<file path="config.mk">
export PLATFORM = sky130hd
export DESIGN_NAME = wb_register_slave
export DESIGN_NICKNAME = d
export VERILOG_FILES = /design/src/rtl/wb_register_slave_pkg.sv /design/src/rtl/wb_register_slave_resp_pipe.sv /design/src/rtl/wb_register_slave.sv
export SDC_FILE = /design/constraint.sdc
export NUM_CORES = 1
export LEC_CHECK = 0
export ABC_AREA = 1
export BUFFER_PORTS_ARGS = -buffer_cell sky130_fd_sc_hd__buf_2
export CAP_MARGIN = 20
export CORE_ASPECT_RATIO = 1.2
export CORE_UTILIZATION = 48
export CTS_CLUSTER_DIAMETER = 100
export DETAILED_ROUTE_END_ITERATION = 10
export PLACE_DENSITY = 0.72
export SETUP_SLACK_MARGIN = 0.05
export SLEW_MARGIN = 5
export SYNTH_ARGS = -nofsm -noshare
export SYNTH_HDL_FRONTEND = slang
export SYNTH_HIERARCHICAL = 1
export SYNTH_SLANG_ARGS = --single-unit
</file>
<file path="constraint.sdc">
create_clock -name CLK_I -period 2.4 [get_ports CLK_I]
set_input_delay 0.24 -clock CLK_I [delete_from_list [all_inputs] [get_ports CLK_I]]
set_output_delay 0.24 -clock CLK_I [all_outputs]
set_load 0.01 [all_outputs]
</file>
<file path="src/rtl/wb_register_slave_pkg.sv">
// Shared widths, bank geometry and response encoding for the Wishbone register slave.
package wb_register_slave_pkg;
    localparam int          WB_DW         = 16;
    localparam int          WB_AW         = 16;
    localparam logic [15:0] BASE_ADDR_DEF = 16'h4020;
    localparam int          STATUS_IDX    = 15;
    localparam int          BANK_DEPTH    = 16;

    // One bus termination: valid marks a slot, err selects ERR_O over ACK_O.
    typedef struct packed {
        logic             valid;
        logic             err;
        logic [WB_DW-1:0] data;
    } resp_t;
endpackage

</file>
<file path="src/rtl/wb_register_slave_resp_pipe.sv">
// Fixed-latency response delay line; the last stage drives the bus termination.
module wb_resp_pipe
    import wb_register_slave_pkg::*;
#(
    parameter int LATENCY = 1
) (
    input  logic             CLK_I,
    input  logic             RST_I,
    input  logic             CYC_I,
    input  resp_t            resp_i,
    output logic             ACK_O,
    output logic             ERR_O,
    output logic [WB_DW-1:0] DAT_O
);
    resp_t pipe_q [LATENCY];
    resp_t out_w;

    // Shift responses toward the bus; a dropped cycle abandons everything in flight.
    always_ff @(posedge CLK_I) begin
        if (RST_I || !CYC_I) begin
            for (int i = 0; i < LATENCY; i++) pipe_q[i] <= '0;
        end else begin
            pipe_q[0] <= resp_i;
            for (int i = 1; i < LATENCY; i++) pipe_q[i] <= pipe_q[i-1];
        end
    end

    // Decode the last stage; data is forced to zero unless this is a normal ACK.
    always_comb begin
        out_w = pipe_q[LATENCY-1];
        ACK_O = out_w.valid & ~out_w.err;
        ERR_O = out_w.valid & out_w.err;
        DAT_O = ACK_O ? out_w.data : '0;
    end
endmodule

</file>
<file path="src/rtl/wb_register_slave.sv">
// Wishbone B4 pipelined register slave: 15 R/W entries plus a read-only write counter.
module wb_register_slave
    import wb_register_slave_pkg::*;
#(
    parameter int                                WISHBONE_DATAWIDTH    = WB_DW,
    parameter int                                WISHBONE_ADDRESSWIDTH = WB_AW,
    parameter logic [WISHBONE_ADDRESSWIDTH-1:0]  BASE_ADDR             = BASE_ADDR_DEF,
    parameter int                                LATENCY               = 1
) (
    input  logic                                          CLK_I,
    input  logic                                          RST_I,
    input  logic                                          CYC_I,
    input  logic                                          STB_I,
    input  logic                                          WE_I,
    input  logic [WISHBONE_ADDRESSWIDTH-1:0]              ADR_I,
    input  logic [WISHBONE_DATAWIDTH-1:0]                 DAT_I,
    output logic [WISHBONE_DATAWIDTH-1:0]                 DAT_O,
    output logic                                          ACK_O,
    output logic                                          ERR_O,
    output logic                                          STALL_O,
    input  logic                                          dsp_lock,
    output logic [(BANK_DEPTH-1)*WISHBONE_DATAWIDTH-1:0]  reg_q,
    output logic                                          wr_tick,
    output logic [3:0]                                    wr_index
);
    localparam int DW = WISHBONE_DATAWIDTH;
    localparam int AW = WISHBONE_ADDRESSWIDTH;

    logic [BANK_DEPTH-2:0][DW-1:0] regs_q;
    logic [DW-1:0]                 wcnt_q;
    logic                          wr_tick_q;
    logic [3:0]                    wr_index_q;

    logic       accept, hit, bad, wr_en;
    logic [3:0] idx;
    resp_t      resp_d;

    assign STALL_O  = dsp_lock;
    assign reg_q    = regs_q;
    assign wr_tick  = wr_tick_q;
    assign wr_index = wr_index_q;

    // Decode the request and build its response from the pre-edge bank contents.
    always_comb begin
        accept      = CYC_I & STB_I & ~dsp_lock;
        hit         = (ADR_I[AW-1:4] == BASE_ADDR[AW-1:4]);
        idx         = ADR_I[3:0];
        bad         = ~hit | (WE_I & (idx == 4'(STATUS_IDX)));
        wr_en       = accept & WE_I & ~bad;
        resp_d      = '0;
        resp_d.valid = accept;
        resp_d.err   = accept & bad;
        if (accept && !WE_I && hit) begin
            if (idx == 4'(STATUS_IDX)) resp_d.data = wcnt_q;
            else                       resp_d.data = regs_q[idx];
        end
    end

    // Commit writes at the accept edge and flag them one cycle later.
    always_ff @(posedge CLK_I) begin
        if (RST_I) begin
            regs_q     <= '0;
            wcnt_q     <= '0;
            wr_tick_q  <= 1'b0;
            wr_index_q <= '0;
        end else begin
            wr_tick_q <= wr_en;
            if (wr_en) begin
                regs_q[idx] <= DAT_I;
                wcnt_q      <= wcnt_q + {{(DW-1){1'b0}}, 1'b1};
                wr_index_q  <= idx;
            end
        end
    end

    wb_resp_pipe #(.LATENCY(LATENCY)) u_resp_pipe (
        .CLK_I  (CLK_I),
        .RST_I  (RST_I),
        .CYC_I  (CYC_I),
        .resp_i (resp_d),
        .ACK_O  (ACK_O),
        .ERR_O  (ERR_O),
        .DAT_O  (DAT_O)
    );
endmodule

</file>
==> metrics.md <==
| Metric | Value |
|---|---|
| CTS-repair resized insts | `0` |
| Max stage delay on crit path | `0.31 ns` |
| End point of the worst hold path | `wr_index[1]` |
| Post-synth cell types | `25` |
| Number of violations reported at the end of detailed-routing iteration 0 | `1756` |
| Die Outline Area | `30000 um^2` |
| Initial antenna violation count | `0` |
| Fin crit share | `67.5%` |
| Number of cells on the worst hold path | `3` |
| Highest fanout seen on the critical path | `17` |
| Initial core utilization | `48.9%` |
| Global placer's final weighted congestion | `1.01` |
| Count of antenna diodes in the layout | `0` |
| Post-DR wirelength/cell | `19.5 um` |
| Vertical extent of the die | `189 um` |
| Clk slew on worst S/H paths | `0.06 ns` |
| Data required time of the critical path | `2.16 ns` |
| Minimum clock period after layout | `1.62 ns` |
| Path type of the worst min-delay path | `in -> reg` |
| Via count of the first global-routing pass | `14.5k` |
| P per Cell Area | `585 nW/um^2` |
| Hold-fix buffer count after cts | `0` |
| Total number of placement rows | `68` |
| Fraction of synthesized cell area taken by the top area cell type | `39.7%` |
| Final setup skew | `0.0173 ns` |
| Vias per std cell | `5.66` |
| Final setup TNS | `0 ns` |
| Largest net degree at the start of global routing | `82` |
| Hold wc startpoint | `ADR_I[1]` |
| Startpoint-to-endpoint class of the critical path | `reg -> out` |
| Cell class contributing the biggest share of worst-path delay | `flip-flops` |
| Net count reported at finish | `2504` |
| Final cell count without fillers | `2869` |
| Most area-hungry cell type in the Yosys netlist | `sky130_fd_sc_hd__dfxtp_1` |
| Core Box Area | `28800 um^2` |
| Status | `complete, no violations` |
| Slowest cell on crit path | `sky130_fd_sc_hd__dfxtp_1` |
| Wire length after detailed routing | `55.8 mm` |
| FF-to-FF End | `wcnt_q[10]` |
| Sink count of the clock tree | `279` |
| Depth of the worst register-to-register path | `7` |
| Residual DRC count | `0` |
| Crit Reg-Reg Startpoint | `wcnt_q[1]` |
| Global-route total usage across every layer | `36.5%` |
| Worst-Skew Late Latency | `0.57 ns` |
| Top cells by area in the synthesized netlist | `sky130_fd_sc_hd__dfxtp_1 (40%), sky130_fd_sc_hd__nand2_1 (18%), sky130_fd_sc_hd__nor2_1 (15%)` |
| Peak Freq | `0.617 GHz` |
| Fin. max-slew vios | `0` |
| Number of fillers in the final layout | `2844` |
| IO Port Bufs | `301` |
| Sequential area share after synthesis | `39.7%` |
| Number of nets produced by synthesis | `2269` |
| Detail Route Antenna Nets | `0` |
| Sequential cell area | `5590 um^2` |
| Post-CTS setup-driven buffer insertion count | `0` |
| Count of final hold-check violations | `0` |
| Level count of the clock H-tree | `1` |
| CP Launch Type | `register` |
| Peak ir drop on the vdd network | `0.526 mV` |
| Total via count after detailed routing | `16.2k` |
| Worst slew margin relative to its limit | `36.6%` |
| Leading cell types in the layout, fill and taps excluded | `sky130_fd_sc_hd__nand2_1 (673), sky130_fd_sc_hd__nor2_1 (576), sky130_fd_sc_hd__buf_2 (301)` |
| Maxcap violations | `0` |
| Commonest non-fill, non-tap cell in the layout | `sky130_fd_sc_hd__nand2_1` |
| Slew at the pin closest to its max-slew limit | `0.950 ns` |
| Per-instance average area after synthesis | `6.30 um^2` |
| Layout area overhead | `21.3%` |
| Synth Register Bits | `279` |
| TritonCTS clock tree | `built` |
| Worst path bufs/invs | `2` |
| Worst EP arrival | `1.38 ns` |
| Setup-failing EPs final | `0` |
| Netlist area before placement | `14100 um^2` |
| Maximum number of buffers from clock root to sink | `3` |
| Global-route wire length before repair | `84.3 mm` |
| Instance count after placement with tap cells included | `2817` |
| Mapped Cells | `2230` |
| Critical Path Sink Type | `output pin` |
| Setup repair after global routing missed its margin | `false` |
| Sum of net half-perimeters after detailed placement | `38.3 mm` |
| Buffer type at the clock tree root | `sky130_fd_sc_hd__clkbuf_16` |
| Worst-case register-to-register setup slack | `0.82 ns` |
| Die Wd | `158 um` |
| List of cells traversed by the critical path | `inv_1, nand2_4, nor2_1, buf_2` |
| # IOs | `302` |
| Num CTS Buffers | `31` |
| Leakage power summed over all cells | `7.67 nW` |
| Multi-input gate area | `7320 um^2` |
| Remaining Overflow, GRT | `0` |
| Yosys warning total | `6` |
| First-pass DRT Iterations | `6` |
| Share of layout cells above drive strength 1 | `18.8%` |
-- synth_stat cells --
| library cell | number |
|---|---|
| sky130_fd_sc_hd__clkbuf_1 | 89 |
| sky130_fd_sc_hd__inv_1 | 108 |
| sky130_fd_sc_hd__clkinv_1 | 1 |
| sky130_fd_sc_hd__nand4_4 | 1 |
| sky130_fd_sc_hd__or2_1 | 1 |
| sky130_fd_sc_hd__dfxtp_1 | 279 |
| sky130_fd_sc_hd__buf_4 | 4 |
| sky130_fd_sc_hd__nor2_2 | 22 |
| sky130_fd_sc_hd__buf_6 | 3 |
| sky130_fd_sc_hd__ha_1 | 1 |
| sky130_fd_sc_hd__xor2_1 | 10 |
| sky130_fd_sc_hd__and2_1 | 1 |
| sky130_fd_sc_hd__buf_2 | 46 |
| sky130_fd_sc_hd__o21ai_0 | 2 |
| sky130_fd_sc_hd__inv_2 | 10 |
| sky130_fd_sc_hd__nand2_2 | 1 |
| sky130_fd_sc_hd__nor2_1 | 580 |
| sky130_fd_sc_hd__nand3_1 | 41 |
| sky130_fd_sc_hd__nand2_1 | 673 |
| sky130_fd_sc_hd__buf_1 | 28 |
| sky130_fd_sc_hd__nor2_4 | 11 |
| sky130_fd_sc_hd__nand2_4 | 1 |
| sky130_fd_sc_hd__nand4_1 | 284 |
| sky130_fd_sc_hd__o2111ai_1 | 5 |
| sky130_fd_sc_hd__a21oi_1 | 28 |
-- cell families (layout without fill, tap and decap cells) --
logic type                 after synthesis  count (layout)  share of synthesized area [%]
and+or+nand+nor                       1616            1616                           49.8
buffers and inverters                  289             543                           8.39
DFF                                    279             279                           39.7
AOI/OAI and AO/OA                       35              35                           1.38
xor gates and xnor gates                10              10                          0.623
adders and majority gates                1               1                         0.0890
-- how the worst max path moves through the flow --
| stage | from | end | slack [ns] | cells past startpoint |
|---|---|---|---|---|
| 2_1_floorplan | CYC_I | reg_q[117] | 0.79 | 10 |
| 3_3_place_gp | ADR_I[1] | wr_index[3] | 0.30 | 10 |
| 3_5_place_dp | ADR_I[0] | wcnt_q[6] | 0.24 | 10 |
| 4_1_cts | u_resp_pipe/pipe_q[0][17] | DAT_O[5] | 0.78 | 3 |
| 5_1_grt | ADR_I[0] | wcnt_q[10] | 0.52 | 10 |
| 6_report | u_resp_pipe/pipe_q[0][16] | DAT_O[5] | 0.78 | 4 |
-- metal layers --
metal	GRT usage [%]	up-vias	part of all wire (%)
met4	19.8	0	5.9
met1	48.4	7428	39
met2	57.4	1004	46
met5	0	-	0
li1	-	7608	-
met3	4.44	198	9.4
-- state kept, by name (all words and copies together), names as in the netlist --
name,flops
wcnt_q,16
wr_index,4
u_resp_pipe/pipe_q,18
wr_tick,1
reg_q,240
-- power breakdown --
| group | switching, mW | internal (mW) | leakage [nW] |
|---|---|---|---|
| combinational | 0.553 | 0.168 | 4.95 |
| clock | 1.97 | 2.66 | 0.475 |
| sequential | 0.000400 | 4.63 | 2.25 |
-- through the flow --
step | area (um^2) | hold slack [ns] | utilization, % | power, mW | setup WS [ns]
final | 17100 | 0.0135 | 59.3 | 9.98 | 0.780
after global routing | 17100 | 0.0375 | 59.3 | 10.2 | 0.515
after CTS | 17100 | 0.00938 | 59.3 | 9.94 | 0.779
after detailed placement | 16100 | 0.453 | 55.9 | 5.42 | 0.242
after global placement | 16100 | 0.456 | 55.9 | 5.42 | 0.302
after floorplan | 14100 | 0.309 | - | 5.15 | 0.789
-- worst reg2reg max path, delay by kind of cell, from the launching register on --
family                   cells  cell delay (ns)
AND/OR/NAND/NOR              4             0.57
flip-flops                   1             0.43
adder cells (fa/ha/maj)      1             0.23
XOR/XNOR                     1             0.14
AO/OA/AOI/OAI                1             0.14
-- cell type report --
class | instances | share of cell area (%)
clock buffers | 48 | 5.51
inverters | 119 | 2.65
repair buffers | 372 | 13.1
flip-flops and latches | 279 | 32.8
clock inverters | 4 | 0.176
multi-input cells | 1662 | 42.9
well taps | 385 | 2.83
(Power assumes the default switching activity.)
